[src/rtl/lsu_byte_sequencer_if.sv]
// Request/response channel between the execute stage (master) and the LSU byte
// sequencer (slave).
interface lsu_byte_sequencer_if #(
  parameter int unsigned ADDR_W = 5,
  parameter int unsigned DATA_W = 32
);
  logic              req_valid;
  logic              req_ready;
  logic              req_we;
  logic [1:0]        req_size;
  logic              req_unsigned;
  logic [ADDR_W-1:0] req_addr;
  logic [DATA_W-1:0] req_wdata;
  logic              resp_valid;
  logic [DATA_W-1:0] resp_rdata;
  logic              resp_err;

  modport master (
    output req_valid, req_we, req_size, req_unsigned, req_addr, req_wdata,
    input  req_ready, resp_valid, resp_rdata, resp_err
  );

  modport slave (
    input  req_valid, req_we, req_size, req_unsigned, req_addr, req_wdata,
    output req_ready, resp_valid, resp_rdata, resp_err
  );
endinterface

[src/rtl/lsu_byte_sequencer.sv]
// Splits byte/half/word load-store requests into single-byte memory accesses,
// one per clock, and returns an extended load result or an alignment error.
module lsu_byte_sequencer #(
  parameter int unsigned ADDR_W = 5,
  parameter int unsigned DATA_W = 32
) (
  input  logic                 clk,
  input  logic                 rst,
  lsu_byte_sequencer_if.slave  bus,
  output logic [ADDR_W-1:0]    mem_wr_add_o,
  output logic [7:0]           mem_wr_data_o,
  output logic                 mem_sw_o,
  output logic [ADDR_W-1:0]    mem_rd_add_o,
  input  logic [7:0]           mem_rd_data_i
);

  typedef enum logic [1:0] {StIdle, StAccess, StDone} state_e;

  state_e            state_q, state_d;
  logic [1:0]        cnt_q, cnt_d;
  logic              we_q, we_d;
  logic [1:0]        size_q, size_d;
  logic              uns_q, uns_d;
  logic [ADDR_W-1:0] addr_q, addr_d;
  logic [DATA_W-1:0] wdata_q, wdata_d;
  logic [DATA_W-1:0] data_q, data_d;
  logic              err_q, err_d;

  logic              req_legal;
  logic              last_beat;
  logic [ADDR_W-1:0] beat_addr;
  logic [4:0]        lane_base;
  logic [DATA_W-1:0] ext_data;

  always_comb begin
    unique case (bus.req_size)
      2'b00:   req_legal = 1'b1;
      2'b01:   req_legal = ~bus.req_addr[0];
      2'b10:   req_legal = (bus.req_addr[1:0] == 2'b00);
      default: req_legal = 1'b0;
    endcase
  end

  // Only legal sizes reach ACCESS, so size_q is 00, 01 or 10 here.
  assign last_beat = (cnt_q == ((size_q == 2'b10) ? 2'd3 : {1'b0, size_q[0]}));
  assign beat_addr = addr_q + ADDR_W'(cnt_q);
  assign lane_base = {cnt_q, 3'b000};

  always_comb begin
    state_d = state_q;
    cnt_d   = cnt_q;
    we_d    = we_q;
    size_d  = size_q;
    uns_d   = uns_q;
    addr_d  = addr_q;
    wdata_d = wdata_q;
    data_d  = data_q;
    err_d   = err_q;
    unique case (state_q)
      StIdle: begin
        if (bus.req_valid) begin
          we_d    = bus.req_we;
          size_d  = bus.req_size;
          uns_d   = bus.req_unsigned;
          addr_d  = bus.req_addr;
          wdata_d = bus.req_wdata;
          cnt_d   = 2'd0;
          data_d  = '0;
          err_d   = ~req_legal;
          state_d = req_legal ? StAccess : StDone;
        end
      end
      StAccess: begin
        if (!we_q) data_d[lane_base +: 8] = mem_rd_data_i;
        if (last_beat) state_d = StDone;
        else           cnt_d   = cnt_q + 2'd1;
      end
      StDone:  state_d = StIdle;
      default: state_d = StIdle;
    endcase
  end

  always_ff @(posedge clk or posedge rst) begin
    if (rst) begin
      state_q <= StIdle;
      cnt_q   <= 2'd0;
      we_q    <= 1'b0;
      size_q  <= 2'b00;
      uns_q   <= 1'b0;
      addr_q  <= '0;
      wdata_q <= '0;
      data_q  <= '0;
      err_q   <= 1'b0;
    end else begin
      state_q <= state_d;
      cnt_q   <= cnt_d;
      we_q    <= we_d;
      size_q  <= size_d;
      uns_q   <= uns_d;
      addr_q  <= addr_d;
      wdata_q <= wdata_d;
      data_q  <= data_d;
      err_q   <= err_d;
    end
  end

  always_comb begin
    unique case (size_q)
      2'b00:   ext_data = {{(DATA_W-8){~uns_q & data_q[7]}}, data_q[7:0]};
      2'b01:   ext_data = {{(DATA_W-16){~uns_q & data_q[15]}}, data_q[15:0]};
      default: ext_data = data_q;
    endcase
  end

  // All outputs decode straight from state so reset clears them asynchronously.
  always_comb begin
    bus.req_ready  = (state_q == StIdle);
    bus.resp_valid = (state_q == StDone);
    bus.resp_err   = (state_q == StDone) & err_q;
    bus.resp_rdata = ((state_q == StDone) && !err_q) ? ext_data : '0;
    mem_wr_add_o   = '0;
    mem_rd_add_o   = '0;
    mem_wr_data_o  = 8'h00;
    mem_sw_o       = 1'b0;
    if (state_q == StAccess) begin
      mem_wr_add_o = beat_addr;
      mem_rd_add_o = beat_addr;
      if (we_q) begin
        mem_sw_o      = 1'b1;
        mem_wr_data_o = wdata_q[lane_base +: 8];
      end
    end
  end

endmodule

[src/flat_wrapper.sv]
// flat-port wrapper written by rule: the top's interface ports become plain ports
module lsu_byte_sequencer_flat 
#(
  parameter int unsigned ADDR_W = 5,
  parameter int unsigned DATA_W = 32
)
  (clk, rst, mem_wr_add_o, mem_wr_data_o, mem_sw_o, mem_rd_add_o, mem_rd_data_i, bus_req_valid, bus_req_we, bus_req_size, bus_req_unsigned, bus_req_addr, bus_req_wdata, bus_req_ready, bus_resp_valid, bus_resp_rdata, bus_resp_err);
  lsu_byte_sequencer_if #(.ADDR_W(ADDR_W), .DATA_W(DATA_W)) bus_i ();
  input  logic clk;
  input  logic rst;
  output logic [ADDR_W-1:0] mem_wr_add_o;
  output logic [7:0] mem_wr_data_o;
  output logic mem_sw_o;
  output logic [ADDR_W-1:0] mem_rd_add_o;
  input  logic [7:0] mem_rd_data_i;
  input wire logic [$bits(bus_i.req_valid)-1:0] bus_req_valid;
  input wire logic [$bits(bus_i.req_we)-1:0] bus_req_we;
  input wire logic [$bits(bus_i.req_size)-1:0] bus_req_size;
  input wire logic [$bits(bus_i.req_unsigned)-1:0] bus_req_unsigned;
  input wire logic [$bits(bus_i.req_addr)-1:0] bus_req_addr;
  input wire logic [$bits(bus_i.req_wdata)-1:0] bus_req_wdata;
  output wire logic [$bits(bus_i.req_ready)-1:0] bus_req_ready;
  output wire logic [$bits(bus_i.resp_valid)-1:0] bus_resp_valid;
  output wire logic [$bits(bus_i.resp_rdata)-1:0] bus_resp_rdata;
  output wire logic [$bits(bus_i.resp_err)-1:0] bus_resp_err;
  assign bus_i.req_valid = bus_req_valid;
  assign bus_i.req_we = bus_req_we;
  assign bus_i.req_size = bus_req_size;
  assign bus_i.req_unsigned = bus_req_unsigned;
  assign bus_i.req_addr = bus_req_addr;
  assign bus_i.req_wdata = bus_req_wdata;
  assign bus_req_ready = bus_i.req_ready;
  assign bus_resp_valid = bus_i.resp_valid;
  assign bus_resp_rdata = bus_i.resp_rdata;
  assign bus_resp_err = bus_i.resp_err;
  lsu_byte_sequencer #(.ADDR_W(ADDR_W), .DATA_W(DATA_W)) u_core (.clk(clk), .rst(rst), .bus(bus_i), .mem_wr_add_o(mem_wr_add_o), .mem_wr_data_o(mem_wr_data_o), .mem_sw_o(mem_sw_o), .mem_rd_add_o(mem_rd_add_o), .mem_rd_data_i(mem_rd_data_i));
endmodule
[config.mk]
export PLATFORM = sky130hd
export DESIGN_NAME = lsu_byte_sequencer_flat
export DESIGN_NICKNAME = d
export VERILOG_FILES = /design/src/rtl/lsu_byte_sequencer_if.sv /design/src/rtl/lsu_byte_sequencer.sv /design/src/flat_wrapper.sv
export SDC_FILE = /design/constraint.sdc
export NUM_CORES = 1
export LEC_CHECK = 0
export ABC_AREA = 1
export BUFFER_PORTS_ARGS = -buffer_cell sky130_fd_sc_hd__buf_2
export CORE_ASPECT_RATIO = 0.75
export CORE_MARGIN = 8
export CORE_UTILIZATION = 48
export DETAILED_ROUTE_END_ITERATION = 8
export MAX_ROUTING_LAYER = met4
export PLACE_DENSITY = 0.8
export SETUP_SLACK_MARGIN = 0.3
export SYNTH_ARGS = -nofsm -noshare
export SYNTH_HDL_FRONTEND = slang
export SYNTH_SLANG_ARGS = --single-unit
export TNS_END_PERCENT = 1
[constraint.sdc]
create_clock -name clk -period 2.1 [get_ports clk]
set_clock_uncertainty 0.15 [all_clocks]
set_input_delay 0.105 -clock clk [delete_from_list [all_inputs] [get_ports clk]]
set_output_delay 0.105 -clock clk [all_outputs]
set_load 0.005 [all_outputs]
==> results by group, run 1 <==
Global route
  • Total grt overflow: 0
  • Initial antenna violation count: 0
  • First-pass GRT wire length: 20.5 mm
  • GRT Total Usage: 22.4%
  • Largest net degree at the start of global routing: 51
  • Number of global-route vias before repair: 4,269

Worst setup path
  • Required time of the critical path: 1.85 ns
  • WP data arrival: 1.73 ns
  • Crit. End Element: output port
  • R2R setup slack: 0.21 ns
  • Crit Path Class: reg2out
  • R2R cell count: 7
  • Worst setup SP type: flop
  • Reg2reg end: u_core.data_q[20]
  • Crit Path Max Fanout: 3
  • Reg2reg start: u_core.cnt_q[1]

Drt
  • Total number of vias: 4,319
  • Post-route DRC: 0
  • Drt first pass iters: 7
  • WL per Instance: 15.1 um
  • Remaining antenna violation count after routing: 0
  • Post-Route WL: 12.8 mm
  • Via/cell ratio: 5.09
  • Initial DRC Count: 409

Power and ir drop
  • VDD IR max: 0.651 mV
  • Leak: 3.04 nW
  • Pwr dens: 1180 mW/mm^2

CTS
  • Clock transition at the registers of the reported paths: 0.06 ns
  • Deepest clock path buffer count: 2
  • CTS tree: yes
  • Num CTS Buffers: 9
  • Skew-Pair Late Insertion Delay: 0.32 ns
  • Clk root buf: clkbuf_16
  • CTS H-tree lvls: 3
  • CTS sink count: 78

Final layout
  • Most frequent cells in the layout: nand2_1, buf_2, nor2_1, dfrtp_1, dlygate4sd3_1
  • Diodes inserted: 0
  • Final #Nets: 796
  • Area Growth Syn to Fin: 38.3%
  • Multi-input logic area: 0.00198 sq mm
  • Fin util: 68.3%
  • Layout cell share with drive strength beyond 1: 22.8%
  • Commonest non-fill, non-tap cell in the layout: nand2_1
  • Fill cells: 656
  • Register area: 0.00195 sq mm

Placement
  • IO buf count: 105
  • Final GP Congestion: 0.895
  • Post-DP HPWL: 8.23 mm
  • Worst slack, placed: 0.304 ns

Timing
  • Fin. Hold Viols: 0
  • # setup viols final: 0
  • RSZ-0062 raised after global routing: yes
  • Fmax: 504 MHz
  • Fraction of the cycle the final worst path needs: 94.4%
  • Final setup TNS: 0 ns
  • Worst Setup Slack, final: 0.117 ns
  • Post-layout min period: 1.98 ns
  • Relative slew slack: 74.6%
  • Fin. max-slew vios: 0
  • Worst slew pin tran: 0.381 ns

Synth
  • #FFs+latches synth: 78
  • Number of synthesized flops with an enable pin: 0
  • Mean Syn Cell Area: 7.19 sq um
  • Async set-reset flop share out of synthesis: 100%
  • Netlist cell types: 29
  • Sequential area share after synthesis: 47.0%
  • Syn Nets: 638
  • Post-synthesis instance area: 0.00416 sq mm
  • Main flop type after synthesis: dfrtp_1
  • Yosys Warn Count: 0
  • Post-Syn Instances: 578

Floorplanning
  • Die H: 96.6 um
  • # IOs: 106
  • Die Area: 0.0119 sq mm
  • Starting Density: 49.4%
  • Cell row count: 29
  • CORE AREA: 0.00842 sq mm
  • Die Width: 123 um

Job
  • MaxCap Viol Count: 0

Outcome
  • Status: finished, final reports clean

Hold path
  • Hold Path Class: in2async
## stage by stage
stage	total power, W	hold WS [ns]	cell area [sq um]	cells
2_1_floorplan	0.00414	0.0646	4160	578
3_3_place_gp	0.00476	-0.140	4780	776
3_5_place_dp	0.00484	-0.138	4780	776
4_1_cts	0.00659	0.0671	5680	846
5_1_grt	0.00725	0.0813	5750	849
6_report	0.00677	0.0711	5750	849
## synthesized netlist by cell type, types with 2 or more instances
master	number	share of area (%)
ha_1	7	2.1
buf_2	8	0.96
o21ai_2	3	0.63
nor2_2	2	0.30
nand2_2	2	0.30
inv_2	3	0.27
clkbuf_1	10	0.90
buf_4	7	1.3
nand3_1	17	2.0
nand2_1	231	21
nor2_1	94	8.5
o21ai_1	8	0.96
dfrtp_1	78	47
o211ai_1	5	0.90
nor2_4	3	0.81
o21ai_0	28	3.4
inv_1	34	3.1
buf_1	2	0.18
nor3_1	8	0.96
a21oi_1	19	2.3
## state kept, by name, summed over array words and instances, names as in the netlist
name            count
u_core.wdata_q     32
u_core.we_q         1
u_core.cnt_q        2
u_core.state_q      2
u_core.err_q        1
u_core.size_q       2
u_core.data_q      32
u_core.addr_q       5
u_core.uns_q        1
## final cells by class
type / count / share of cell area (%)
Multi-Input combinational cell: 435 / 34.5
Sequential cell: 78 / 34.0
Timing Repair Buffer: 175 / 21.5
Clock buffer: 10 / 4.16
Inverter: 37 / 2.48
Tap cell: 108 / 2.35
Clock inverter: 6 / 1.07
## report_power, final
| part | total, W | switching, W | internal, W |
|---|---|---|---|
| sequential | 0.00231 | 0.000338 | 0.00198 |
| clock | 0.00154 | 0.000595 | 0.000948 |
| combinational | 0.00291 | 0.00192 | 0.000987 |
| total | 0.00677 | 0.00286 | 0.00391 |
## logic make-up (layout without fill, tap and decap cells)
logic type | count (synthesis) | count (layout) | synth area share [%]
adders and majority gates | 8 | 8 | 2.59
and+or+nand+nor | 362 | 362 | 34.8
DFF | 78 | 78 | 47.0
buffers and inverters | 65 | 228 | 6.93
AOI/OAI and AO/OA | 65 | 65 | 8.73
## per-layer routing
layer / GRT usage, % / share of wire (%) / vias to the layer above
li1: - / - / 2116
met2: 34.1 / 46 / 200
met4: 7.99 / 1.7 / 0
met5: - / 0 / -
met1: 29.5 / 45 / 1983
met3: 3.89 / 7.8 / 20
## repair_timing
item | CTS | global route
gates resized for setup | 12 | 11
hold buffers | 51 | 0
endpoints found under the hold margin | 128 | 0
buffers inserted | 2 | 3
pin swaps | 3 | 4
setup endpoints to repair | 53 | 84
cloned | 1 | 0
## critical path, cell delays in order (launching register included)
cell and delay (ns):
dfrtp_1 0.41, ha_2 0.20, fa_2 0.35, o21ai_0 0.20, a21oi_1 0.09, buf_2 0.14
## how the worst max path moves through the flow
stage                      startpoint           endpoint  slack, ns  depth (start not counted)
floorplan             u_core.cnt_q[0]   u_core.data_q[0]       0.08                          9
global placement      u_core.cnt_q[0]  u_core.data_q[27]       0.36                          6
detailed placement    u_core.cnt_q[1]  u_core.data_q[27]       0.30                          7
CTS                   u_core.cnt_q[0]    mem_rd_add_o[1]       0.13                          5
global route        u_core.state_q[0]    mem_rd_add_o[2]       0.04                          5
finish                u_core.cnt_q[0]    mem_rd_add_o[2]       0.12                          5
Note: power is estimated with default switching activity, not from simulation.
==> run 2, diff against run 1 <==
--- a/config.mk
+++ b/config.mk
@@ -5,15 +5,14 @@
 export SDC_FILE = /design/constraint.sdc
 export NUM_CORES = 1
 export LEC_CHECK = 0
-export ABC_AREA = 1
 export BUFFER_PORTS_ARGS = -buffer_cell sky130_fd_sc_hd__buf_2
 export CORE_ASPECT_RATIO = 0.75
 export CORE_MARGIN = 8
-export CORE_UTILIZATION = 48
+export CORE_UTILIZATION = 49
 export DETAILED_ROUTE_END_ITERATION = 8
 export MAX_ROUTING_LAYER = met4
-export PLACE_DENSITY = 0.8
-export SETUP_SLACK_MARGIN = 0.3
+export PLACE_DENSITY = 0.81
+export SETUP_SLACK_MARGIN = 0.05
 export SYNTH_ARGS = -nofsm -noshare
 export SYNTH_HDL_FRONTEND = slang
 export SYNTH_SLANG_ARGS = --single-unit
==> run 2 against run 1 <==
Global-route usage increased by 1.2 points. Non-clock buffer count rose by 4. Critical path type unchanged. Via count is 12% lower. Clock power grew 8%. Final area increased by 5.2%. Register-to-register slack worse by 0.16 ns. Hold slack improved by 0.089 ns. Largest cell class unchanged. First-iteration DRC count is 36% lower. Die area rose by 4.0%. Core utilization shrank 0.59 points. Total power up 5.5%. Final cell count decreased by 23%.
==> results by group, run 2 <==
Synth
  • Mean Syn Cell Area: 11.8 sq um
  • Synth cell count leaders: dfrtp_1, inv_1, mux2_4
  • Synth top area share: 43.9%
  • Main flop type after synthesis: dfrtp_1
  • Top-count cell post-synth: dfrtp_1
  • Post-synthesis mux area share: 24.6%
  • Yosys Warn Count: 0
  • Synth Area in Compound Gates: 7.86%
  • Post-Synth Simple-Gate Area: 12.0%
  • #FFs+latches synth: 78
  • Synth area leaders: dfrtp_1, mux2_4, mux2_2
  • Synth Area in XOR/XNOR: 0.394%
  • Area leader, netlist: dfrtp_1
  • Sequential area share after synthesis: 43.9%
  • Netlist cell types: 42
  • Post-synthesis instance area: 0.00444 sq mm
  • Syn Nets: 438
  • Async set-reset flop share out of synthesis: 100%
  • Synth Area in Adders: 2.42%
  • Post-Syn Instances: 378
  • Main combinational cell family by area after synthesis: multiplexers
  • Number of synthesized flops with an enable pin: 0

CTS
  • Deepest clock path buffer count: 2
  • CTS sink count: 78
  • Clock transition at the registers of the reported paths: 0.06 ns
  • Skew-Pair Late Insertion Delay: 0.33 ns
  • Num CTS Buffers: 9
  • Clk root buf: clkbuf_16
  • CTS tree: yes
  • CTS H-tree lvls: 3

Timing
  • Hold slack: 0.160 ns
  • Fmax: 480 MHz
  • Worst slew pin tran: 0.700 ns
  • Fin. Hold Viols: 0
  • # setup viols final: 0
  • Relative slew slack: 53.2%
  • Post-layout min period: 2.08 ns
  • Fin. max-slew vios: 0
  • RSZ-0062 raised after global routing: yes
  • Fraction of the cycle the final worst path needs: 99.2%

Global route
  • GRT Total Usage: 23.6%
  • Total grt overflow: 0
  • First-pass GRT wire length: 22.4 mm
  • Number of global-route vias before repair: 4,106
  • Largest net degree at the start of global routing: 41
  • Initial antenna violation count: 0

Drt
  • Remaining antenna violation count after routing: 0
  • WL per Instance: 21.8 um
  • Via/cell ratio: 5.84
  • Initial DRC Count: 260
  • Post-route DRC: 0
  • Drt first pass iters: 5
  • Post-Route WL: 14.2 mm
  • Total number of vias: 3,805

Power and ir drop
  • Sw frac: 35.5%
  • Net Sw Power: 0.00254 W
  • Sequential share of power: 33.9%
  • Combinational share of power: 42.9%
  • Pint: 0.00461 W
  • Pwr dens: 1180 mW/mm^2
  • Leak: 2.87 nW
  • Clock share of power: 23.2%
  • VDD IR max: 0.558 mV

Worst setup path
  • WP data arrival: 1.83 ns
  • CP max stage delay: 0.53 ns
  • Crit Path Max Fanout: 4
  • CP max stage cell: mux4_2
  • Worst setup SP type: flop
  • Required time of the critical path: 1.85 ns
  • Crit. End Element: output port
  • Crit Path Class: reg2out
  • CP Cell Sequence: buf_4, mux4_2, and3_1, buf_2
  • CP delay by family, top: multiplexers
  • Worst path bufs/invs: 2

Placement
  • Final GP Congestion: 0.823
  • Area after DPL: 0.00508 sq mm
  • Post-DP HPWL: 8.45 mm
  • IO buf count: 105

Floorplanning
  • Die Area: 0.0124 sq mm
  • # IOs: 106
  • Die H: 98.5 um
  • Die Width: 126 um
  • Starting Density: 49.7%
  • Cell row count: 30
  • CORE AREA: 0.00893 sq mm

Final layout
  • Finished Cell Area: 0.00604 sq mm
  • Final #Nets: 594
  • Most frequent cells in the layout: buf_2, dfrtp_1, dlygate4sd3_1, inv_1, mux2_4
  • Area Growth Syn to Fin: 36.0%
  • Diodes inserted: 0
  • Commonest non-fill, non-tap cell in the layout: buf_2
  • Layout cell share with drive strength beyond 1: 44.9%
  • Biggest regs: u_core.data_q (32), u_core.wdata_q (32), u_core.addr_q (5)

Outcome
  • Status: finished, final reports clean

Hold path
  • Hold Path Class: in2reg

Job
  • MaxCap Viol Count: 0
## run 2: worst reg2reg max path, stage by stage (launching register included)
cell,delay [ns]
dfrtp_1,0.41
buf_12,0.15
buf_4,0.21
ha_1,0.27
a31oi_4,0.36
mux2_2,0.39
## run 2: repair_timing
item                                    CTS  global route
endpoints found under the hold margin    83             0
pin swaps                                 4             1
buffers inserted                          1             0
endpoints found under the setup margin   18            63
gates resized for setup                  10            25
hold buffers                             50             0
## run 2: layout make-up
| type | count | area, sq um |
|---|---|---|
| fill | 612 | 2890 |
| sequential | 78 | 1960 |
| multi-input combinational | 227 | 2230 |
| tap | 112 | 140 |
| clock buffer | 10 | 229 |
| inverter | 39 | 150 |
| timing repair buffer | 179 | 1250 |
| clock inverter | 6 | 86.3 |
## run 2: metal layers
metal | share of wire, % | wire length [um] | global-route usage, %
met5 | 0 | 0 | -
met4 | 3.8 | 540 | 9.77
met3 | 6.1 | 874 | 6.36
met2 | 49 | 6900 | 37.5
met1 | 41 | 5900 | 28.0
## run 2: cells by family (layout without fill, tap and decap cells)
family                   Yosys count  in the layout
AND/OR/NAND/NOR                   84             84
flip-flops                        78             78
AO/OA/AOI/OAI                     52             52
XOR/XNOR                           2              2
buffers and inverters             73            234
multiplexers                      81             81
adder cells (fa/ha/maj)            8              8
## run 2: final timing paths
check                                    from                  to  slack [ns]  cells after the start
hold reg to reg            u_core.wdata_q[28]  u_core.wdata_q[28]        0.35                      1
max in group asynchronous                 rst  u_core.wdata_q[27]        0.91                      4
setup / recovery              u_core.cnt_q[0]    mem_wr_data_o[3]        0.02                      4
hold / removal                  bus_req_valid        u_core.err_q        0.16                      4
min in group asynchronous                 rst   u_core.data_q[11]        0.29                      3
setup reg to reg              u_core.cnt_q[1]   u_core.data_q[25]        0.05                      5
## run 2: power groups by stage
stage | clock network [W] | logic (W) | registers [W]
detailed placement | 0 | 0.00271 | 0.00233
finish | 0.00166 | 0.00307 | 0.00242
floorplan | 0 | 0.00217 | 0.00221
CTS | 0.00166 | 0.00284 | 0.00233
global placement | 0 | 0.00261 | 0.00230
global route | 0.00174 | 0.00326 | 0.00245
## run 2: metrics by stage
| stage | util (%) | setup slack (ns) | std cells | TNS (ns) | total power [W] |
|---|---|---|---|---|---|
| final | 67.7 | 0.0159 | 651 | 0 | 0.00714 |
| after global routing | 67.7 | -0.0231 | 651 | -0.116 | 0.00745 |
| after CTS | 66.5 | 0.0325 | 651 | 0 | 0.00683 |
| after detailed placement | 56.9 | 0.109 | 584 | 0 | 0.00504 |
| after global placement | 56.9 | 0.279 | 584 | 0 | 0.00491 |
| after floorplan | - | -0.132 | 378 | -2.34 | 0.00438 |
==> run 3, diff against run 2 <==
--- a/config.mk
+++ b/config.mk
@@ -8,10 +8,11 @@
 export BUFFER_PORTS_ARGS = -buffer_cell sky130_fd_sc_hd__buf_2
 export CORE_ASPECT_RATIO = 0.75
 export CORE_MARGIN = 8
-export CORE_UTILIZATION = 49
+export CORE_UTILIZATION = 54
+export CTS_CLUSTER_DIAMETER = 80
 export DETAILED_ROUTE_END_ITERATION = 8
 export MAX_ROUTING_LAYER = met4
-export PLACE_DENSITY = 0.81
+export PLACE_DENSITY = 0.84
 export SETUP_SLACK_MARGIN = 0.05
 export SYNTH_ARGS = -nofsm -noshare
 export SYNTH_HDL_FRONTEND = slang
==> constraint.sdc (replaced) <==
create_clock -name clk -period 2.17 [get_ports clk]
set_clock_uncertainty 0.15 [all_clocks]
set_input_delay 0.1085 -clock clk [delete_from_list [all_inputs] [get_ports clk]]
set_output_delay 0.1085 -clock clk [all_outputs]
set_load 0.005 [all_outputs]
==> run 3 against run 2 <==
First-iteration DRC count down 3.1%. Core utilization up 4.9 points. Wire length down 12%. Hold slack worse by 0.071 ns. Sequential cell count unchanged. Setup slack better by 0.0076 ns. Sequential share of layout area up 1.5 points. Via count down 4.7%. Final area down 4.5%. Total power down 15%. Non-clock buffer count down 8. Critical path depth up 2. Critical path type unchanged. Critical endpoint is now mem_rd_add_o[3]. Largest power group unchanged. Highest routed layer unchanged.
==> results by group, run 3 (synthesis results as in run 2) <==
Drt
  • Post-Route WL: 12.6 mm
  • Initial DRC Count: 252
  • WL per Instance: 19.8 um
  • Via/cell ratio: 5.70
  • Drt first pass iters: 5
  • Total number of vias: 3,625
  • Remaining antenna violation count after routing: 0
  • Post-route DRC: 0

Timing
  • RSZ-0062 raised after global routing: yes
  • Worst slew pin tran: 0.788 ns
  • Post-layout min period: 2.15 ns
  • # setup viols final: 0
  • Fin. Hold Viols: 0
  • Fmax: 466 MHz
  • Fin. max-slew vios: 0
  • Relative slew slack: 47.4%
  • Fraction of the cycle the final worst path needs: 98.9%

Placement
  • Post-DP HPWL: 8.09 mm
  • Placed insts: 570
  • Area after DPL: 0.00501 sq mm
  • IO buf count: 105
  • Final GP Congestion: 0.863

CTS
  • CTS sink count: 78
  • Num CTS Buffers: 9
  • Skew-Pair Late Insertion Delay: 0.36 ns
  • Postcts setup bufs: 0
  • Clk root buf: clkbuf_8
  • CTS H-tree lvls: 3
  • Deepest clock path buffer count: 2
  • CTS tree: yes
  • Clock transition at the registers of the reported paths: 0.10 ns

Floorplanning
  • CORE AREA: 0.00795 sq mm
  • # IOs: 106
  • Starting Density: 55.9%
  • Cell row count: 28
  • Die Area: 0.0114 sq mm
  • Die H: 94.6 um
  • Die Width: 121 um

Worst setup path
  • Required time of the critical path: 1.91 ns
  • Crit Path Max Fanout: 18
  • CP Cell Sequence: buf_12, ha_4, a21oi_2, or3_1, a21oi_2, buf_2
  • Crit Path Class: reg2out
  • WP data arrival: 1.89 ns
  • Worst setup SP type: flop
  • CP max stage delay: 0.42 ns
  • Crit. End Element: output port
  • Critical Path Most Common Cell: a21oi_2
  • CP max stage cell: dfrtp_1

Power and ir drop
  • VDD IR max: 0.580 mV
  • Leak: 2.76 nW
  • Pwr dens: 1060 mW/mm^2

Final layout
  • Commonest non-fill, non-tap cell in the layout: buf_2
  • Post-Layout Cell Count: 636
  • Area Growth Syn to Fin: 29.9%
  • Diodes inserted: 0
  • Most frequent cells in the layout: buf_2, dfrtp_1, dlygate4sd3_1, inv_1, mux2_4
  • Final #Nets: 586
  • Layout cell share with drive strength beyond 1: 41.8%
  • Biggest regs: u_core.data_q (32), u_core.wdata_q (32), u_core.addr_q (5)
  • Fill cells: 534
  • Finished Cell Area: 0.00577 sq mm

Global route
  • Number of global-route vias before repair: 3,930
  • First-pass GRT wire length: 20.6 mm
  • Largest net degree at the start of global routing: 45
  • GRT Total Usage: 23.7%
  • Total grt overflow: 0
  • Initial antenna violation count: 0

Job
  • MaxCap Viol Count: 0

Hold path
  • Hold Path Class: in2async

Outcome
  • Status: finished, final reports clean
-- run 3: cell types whose count changed in the layout (fill, tap and decap cells not counted), moves of 2 or more --
cell	change
a21oi_2	-8
inv_6	+3
buf_4	-7
clkinv_2	-2
a21oi_1	+8
clkbuf_8	+9
bufinv_16	-2
clkbuf_16	-9
-- run 3: layer usage --
layer / up-vias / global-route usage (%) / wire, um
met5: - / - / 0
met4: 0 / 10.5 / 397
met3: 37 / 5.96 / 883
met2: 194 / 38.1 / 6100
met1: 1766 / 27.9 / 5190
li1: 1628 / - / -
-- run 3: timing repair --
item / 4_1_cts / 5_1_grt
endpoints found under the setup margin: 36 / 52
endpoints found under the hold margin: 135 / 0
resized for setup: 10 / 11
hold buffers: 50 / 0
pin swaps: 1 / 3
-- run 3: through the flow --
step                      setup TNS, ns  hold slack (ns)  setup WS (ns)  power, W  utilization (%)
after global placement                0          -0.0759          0.196   0.00467             63.0
after detailed placement              0          -0.0685          0.113   0.00479             63.0
after CTS                             0           0.0977         0.0121   0.00594             72.0
after floorplan                  -0.599           0.0753        -0.0625   0.00424                -
final                                 0           0.0893         0.0235   0.00610             72.6
after global routing             -0.161            0.128        -0.0538   0.00642             72.6
-- run 3: worst max-delay path: cells and delay by family, from the launching register on --
kind | cells | cell delay (ns)
AO/OA/AOI/OAI | 2 | 0.20
adder cells (fa/ha/maj) | 1 | 0.26
buffers and inverters | 2 | 0.31
flip-flops | 1 | 0.42
AND/OR/NAND/NOR | 1 | 0.34
-- run 3: report_power, final --
group          switching (W)  internal (W)
Combinational        0.00129       0.00143
Sequential          0.000405       0.00192
Clock               0.000622      0.000440
-- run 3: worst paths after layout --
path                                     from                  to  slack (ns)  depth (start not counted)
min                                       rst   u_core.data_q[19]        0.09                          3
min reg2reg                u_core.wdata_q[28]  u_core.wdata_q[28]        0.35                          1
max reg2reg                   u_core.cnt_q[0]   u_core.data_q[26]        0.13                          5
max                           u_core.cnt_q[1]     mem_rd_add_o[3]        0.02                          6
max in group asynchronous                 rst  u_core.wdata_q[14]        1.18                          4
min in group clk                bus_req_valid   u_core.state_q[0]        0.13                          4
-- run 3: layout make-up --
| type | count | area (sq um) | area share [%] |
|---|---|---|---|
| multi-input cells | 227 | 2160 | 37.4 |
| well taps | 105 | 131 | 2.28 |
| inverters | 39 | 150 | 2.60 |
| repair buffers | 171 | 1190 | 20.6 |
| flip-flops and latches | 78 | 1960 | 33.9 |
| clock inverters | 7 | 62.6 | 1.08 |
| clock buffers | 9 | 124 | 2.15 |
